File: src/rtl/regfile_mp_pkg.sv
// Core-wide register file constants shared by decode, writeback and the register file.
// Keeps data width, register address width and the hard-wired-zero policy in one place.
package regfile_mp_pkg;

  localparam int XLEN_DEF     = 32;
  localparam int NREGS_DEF    = 32;
  localparam int REG_AW       = $clog2(NREGS_DEF);
  localparam bit ZERO_REG_DEF = 1'b1;

endpackage

File: src/rtl/regfile_scoreboard.sv
// Per-register pending-write scoreboard: set by reservation, cleared by writeback, reservation wins.
// Latency: busy updates at the next edge, busy_next is same-cycle; no backpressure.
module regfile_scoreboard
  import regfile_mp_pkg::*;
#(
  parameter int NREGS    = NREGS_DEF,
  parameter int AW       = $clog2(NREGS),
  parameter int NWR      = 1,
  parameter bit ZERO_REG = ZERO_REG_DEF
) (
  input  logic              clk,
  input  logic              rst_n,
  input  logic              rsv_en,
  input  logic [AW-1:0]     rsv_addr,
  input  logic [NWR-1:0]    wr_en,
  input  logic [NWR*AW-1:0] wr_addr,
  output logic [NREGS-1:0]  busy,
  output logic [NREGS-1:0]  busy_next
);

  logic [NREGS-1:0] wr_hit;

  always_comb begin
    wr_hit = '0;
    for (int w = 0; w < NWR; w++) begin
      if (wr_en[w]) wr_hit[wr_addr[w*AW +: AW]] = 1'b1;
    end
    // A retiring write clears first; a new writer issued in the same cycle re-arms the bit.
    busy_next = busy & ~wr_hit;
    if (rsv_en) busy_next[rsv_addr] = 1'b1;
    if (ZERO_REG) busy_next[0] = 1'b0;
  end

  always_ff @(posedge clk) begin
    if (!rst_n) begin
      busy <= '0;
    end else begin
      busy <= busy_next;
    end
  end

endmodule

File: src/rtl/regfile_mp.sv
// Multi-port integer register file with write-first bypass and pending-write scoreboard.
// Latency: 1-cycle registered reads; no backpressure, every port is accepted every cycle.
module regfile_mp
  import regfile_mp_pkg::*;
#(
  parameter int XLEN     = XLEN_DEF,
  parameter int NREGS    = NREGS_DEF,
  parameter int AW       = $clog2(NREGS),
  parameter int NRD      = 2,
  parameter int NWR      = 1,
  parameter bit ZERO_REG = ZERO_REG_DEF
) (
  input  logic                clk,
  input  logic                rst_n,
  input  logic [NRD*AW-1:0]   rd_addr,
  output logic [NRD*XLEN-1:0] rd_data,
  output logic [NRD-1:0]      rd_busy,
  input  logic [NWR-1:0]      wr_en,
  input  logic [NWR*AW-1:0]   wr_addr,
  input  logic [NWR*XLEN-1:0] wr_data,
  input  logic                rsv_en,
  input  logic [AW-1:0]       rsv_addr,
  output logic [NREGS-1:0]    busy_vec
);

  logic [XLEN-1:0]  mem [NREGS];
  logic [NWR-1:0]   wr_ok;
  logic [NREGS-1:0] busy_next;

  always_comb begin
    wr_ok = '0;
    for (int w = 0; w < NWR; w++) begin
      wr_ok[w] = wr_en[w] && !(ZERO_REG && (wr_addr[w*AW +: AW] == '0));
    end
  end

  // Ports are applied in ascending order so the higher-index port wins a collision.
  always_ff @(posedge clk) begin
    if (!rst_n) begin
      for (int r = 0; r < NREGS; r++) mem[r] <= '0;
    end else begin
      for (int w = 0; w < NWR; w++) begin
        if (wr_ok[w]) mem[wr_addr[w*AW +: AW]] <= wr_data[w*XLEN +: XLEN];
      end
    end
  end

  regfile_scoreboard #(
    .NREGS    (NREGS),
    .AW       (AW),
    .NWR      (NWR),
    .ZERO_REG (ZERO_REG)
  ) u_scoreboard (
    .clk       (clk),
    .rst_n     (rst_n),
    .rsv_en    (rsv_en),
    .rsv_addr  (rsv_addr),
    .wr_en     (wr_ok),
    .wr_addr   (wr_addr),
    .busy      (busy_vec),
    .busy_next (busy_next)
  );

  for (genvar i = 0; i < NRD; i++) begin : g_rd
    logic [AW-1:0]   ra;
    logic [XLEN-1:0] rd_next;
    logic [XLEN-1:0] rd_q;
    logic            busy_q;

    assign ra = rd_addr[i*AW +: AW];

    always_comb begin
      rd_next = mem[ra];
      for (int w = 0; w < NWR; w++) begin
        if (wr_ok[w] && (wr_addr[w*AW +: AW] == ra)) rd_next = wr_data[w*XLEN +: XLEN];
      end
      if (ZERO_REG && (ra == '0)) rd_next = '0;
    end

    always_ff @(posedge clk) begin
      if (!rst_n) begin
        rd_q   <= '0;
        busy_q <= 1'b0;
      end else begin
        rd_q   <= rd_next;
        busy_q <= busy_next[ra];
      end
    end

    assign rd_data[i*XLEN +: XLEN] = rd_q;
    assign rd_busy[i]              = busy_q;
  end

endmodule
File: config.mk
export PLATFORM = sky130hd
export DESIGN_NAME = regfile_mp
export DESIGN_NICKNAME = d
export VERILOG_FILES = /design/src/rtl/regfile_mp_pkg.sv /design/src/rtl/regfile_scoreboard.sv /design/src/rtl/regfile_mp.sv
export SDC_FILE = /design/constraint.sdc
export NUM_CORES = 2
export LEC_CHECK = 0
export ABC_AREA = 1
export BUFFER_PORTS_ARGS = -buffer_cell sky130_fd_sc_hd__buf_2
export CORE_MARGIN = 2
export CORE_UTILIZATION = 35
export DETAILED_ROUTE_END_ITERATION = 16
export PLACE_DENSITY_LB_ADDON = 0.05
export REMOVE_ABC_BUFFERS = 1
export SLEW_MARGIN = 10
export SYNTH_ARGS = -nofsm -noshare
export SYNTH_HDL_FRONTEND = slang
export SYNTH_SLANG_ARGS = --single-unit
export TNS_END_PERCENT = 1
File: constraint.sdc
create_clock -name clk -period 7.3 [get_ports clk]
set_input_delay 1.825 -clock clk [delete_from_list [all_inputs] [get_ports clk]]
set_output_delay 1.825 -clock clk [all_outputs]
set_load 0.03 [all_outputs]
==> impl_metrics.ini <==
[sta]
setup_viol = 0
rsz0062_at_grt = false
max-slew-margin-rel = 0.0756
tightest_slew_ns = 1.39
hold_viol = 0
fin_crit_ns = 4.52
max_freq_ghz = 0.221
drv_slew = 0
layout_worst_path_cycle_share = 0.619
skew_ns = 0.0188
holdWs_ns = 0.490

[worst_setup_path]
rr_startpoint = u_scoreboard.busy[26]
startpoint_type = input port
critPathKind = in2reg
worstPathRequired_ns = 8.00
crit_path_end_kind = flop
critPathMaxFanout = 40
worstPathArrival_ns = 5.22
r2r-end = g_rd[1].busy_q
crit_start = rd_addr[0]
worst-r2r-cell-count = 8
r2r_slack_ns = 5.45

[place]
port_buffers = 152
place_area_um2 = 60300
hpwl_um = 162000
gp_congestion = 0.850

[global_routing]
grt_pass1_vias = 50200
grt_max_degree = 167
track_usage = 0.354
grt.overflow.total = 0
antenna_found_initial = 24
grt_pass1_wl_um = 414000

[route]
dr_wl_met2_um = 130000
drc_errors = 0
wl_per_cell_um = 35.1
wl_um = 305000
first_iter_violations = 8782
viasPerCell = 6.16
met3_length_um = 34300
dr.pass1.iters = 6
route.top_layer_used = met5
wl_met1_um = 125000
vias = 53500
ant_nets = 0

[cts]
htree_levels = 4
holdBufCountCts = 0
numCtsBuffers = 139
ctsResizeCount = 0
clkLatencyLatePin_ns = 0.79
cts_sinks = 1121
root_buffer = clkbuf_16
post_cts_buffers = 0
cts_tree = done
clockBufferDepth = 3
path_clk_slew_ns = 0.05

[pwr]
power_switching_uw = 4750
pwr-share-comb = 0.128
power.leakage_uw = 0.0244
switching_share = 0.287
irDropWorstVdd_mv = 0.260
power_frac_seq = 0.457
p_per_area_nw_per_um2 = 255
p_clk_frac = 0.414
intPower_uw = 11800

[worst_hold_path]
hold_path_class = reg2reg
holdCritStartpoint = u_scoreboard.busy[20]
whs_path_depth = 2
holdPathEnd = u_scoreboard.busy[20]

[yosys]
yosys_warnings = 0
yosysSeqAreaShare = 0.567
netlist_top_cells_count = nor2_1 (1,407), edfxtp_1 (1,024), o21ai_0 (816)
ys_ff_latch = 1121
ys_async_sr_fraction = 0
synth_ff_type = edfxtp_1
synth_top_cell_by_area = edfxtp_1
syn_inst = 6531
synth_edf_count = 1024
yosysMostFrequentCell = nor2_1
synthTopCellsByArea = edfxtp_1 (53%), nor2_1 (9.2%), o21ai_0 (7.1%)
synth_top_area_frac = 0.533
synth_area_per_cell_um2 = 8.83
synth_area_um2 = 57700
yosysUniqueCellTypes = 48

[floorplan]
initial_core_util = 0.351
placementRows = 149
dieArea_um2 = 168000
io_pins = 154
fp.dieH_um = 410
die_x_um = 410
core_area_um2 = 164000

[flow_run]
max_cap_violations = 0

[run_status]
outcome = finished clean

[layout]
layout.filler_cells = 16300
drive_gt1_frac = 0.0918
syn_to_final_growth_pct = 12.0
fin_area_um2 = 64600
nets = 6452
fin_util = 0.393
## registers in the layout (all words and copies together), names as in the netlist
signal             flops
g_rd.busy_q            2
g_rd.rd_q             64
mem                 1024
u_scoreboard.busy     31
## worst max-delay path, stage by stage
cell and delay (ns):
buf_8 0.29, inv_6 0.33, nand2_1 0.13, nand3_1 0.08, nor4_1 0.37, nand2_4 0.65, inv_2 1.05, nand2_1 0.18
a21oi_1 0.19
## cell families (layout without fill, tap and decap cells)
kind of cell,count (synthesis),after routing,share of synthesized area
AOI/OAI and AO/OA,1823,1823,0.181
DFF,1121,1121,0.567
and+or+nand+nor,2517,2517,0.174
buffers and inverters,1061,999,0.0771
xor gates and xnor gates,8,8,0.00121
other,1,34,0.0000650
## area by class of cell
cell class,count,area (um^2),share of cell area
Sequential cell,1121,32700,0.506
Multi-Input combinational cell,4381,21000,0.325
Clock buffer,193,3960,0.0612
Tap cell,2189,2740,0.0424
Timing Repair Buffer,301,2130,0.0330
Inverter,452,1730,0.0267
Clock inverter,53,382,0.00590
Antenna cell,1,2.50,0.0000387
## layout by cell type, fill, tap and decap left out, drive strengths merged, types with 46 or more instances in the layout
master   count
nor2      1411
nand2      725
dfxtp       97
nand3      336
o21ai      836
o221ai     114
a21oi      517
clkbuf     193
inv        450
buf        301
o2111ai     58
o22ai       73
edfxtp    1024
clkinv      46
o211ai     158
## per-stage QoR
step                      setup WS [ns]  std cells  TNS [ns]  power [uW]
after floorplan                  -0.109       5954     -1.18        8580
after global placement             2.14       8444         0        9730
after detailed placement           2.15       8444         0        9730
after CTS                          2.98       8690         0       16500
after global routing               2.77       8690         0       16900
final                              2.78       8691         0       16500
## power groups by stage
stage / sequential [uW] / combinational [uW] / clock [uW]
4_1_cts: 7550 / 2050 / 6890
3_5_place_dp: 7680 / 2050 / 0
6_report: 7550 / 2120 / 6840
3_3_place_gp: 7680 / 2050 / 0
5_1_grt: 7590 / 2200 / 7120
2_1_floorplan: 7690 / 889 / 0
## worst max path at each step
| stage | endpoint | slack (ns) | depth (start not counted) |
|---|---|---|---|
| global route | g_rd[0].rd_q[5] | 2.77 | 13 |
| finish | g_rd[0].rd_q[7] | 2.78 | 9 |
| CTS | g_rd[1].rd_q[21] | 2.98 | 11 |
| detailed placement | g_rd[1].rd_q[21] | 2.15 | 11 |
| floorplan | g_rd[0].rd_q[13] | -0.11 | 13 |
| global placement | g_rd[1].rd_q[21] | 2.14 | 11 |
## routing by layer
layer | global-route usage | vias to the layer above
li1 | - | 22400
met4 | 0.166 | 12
met5 | 0 | -
met3 | 0.0795 | 763
met1 | 0.492 | 26600
met2 | 0.522 | 3771
Note: power is estimated with default switching activity, not from simulation.
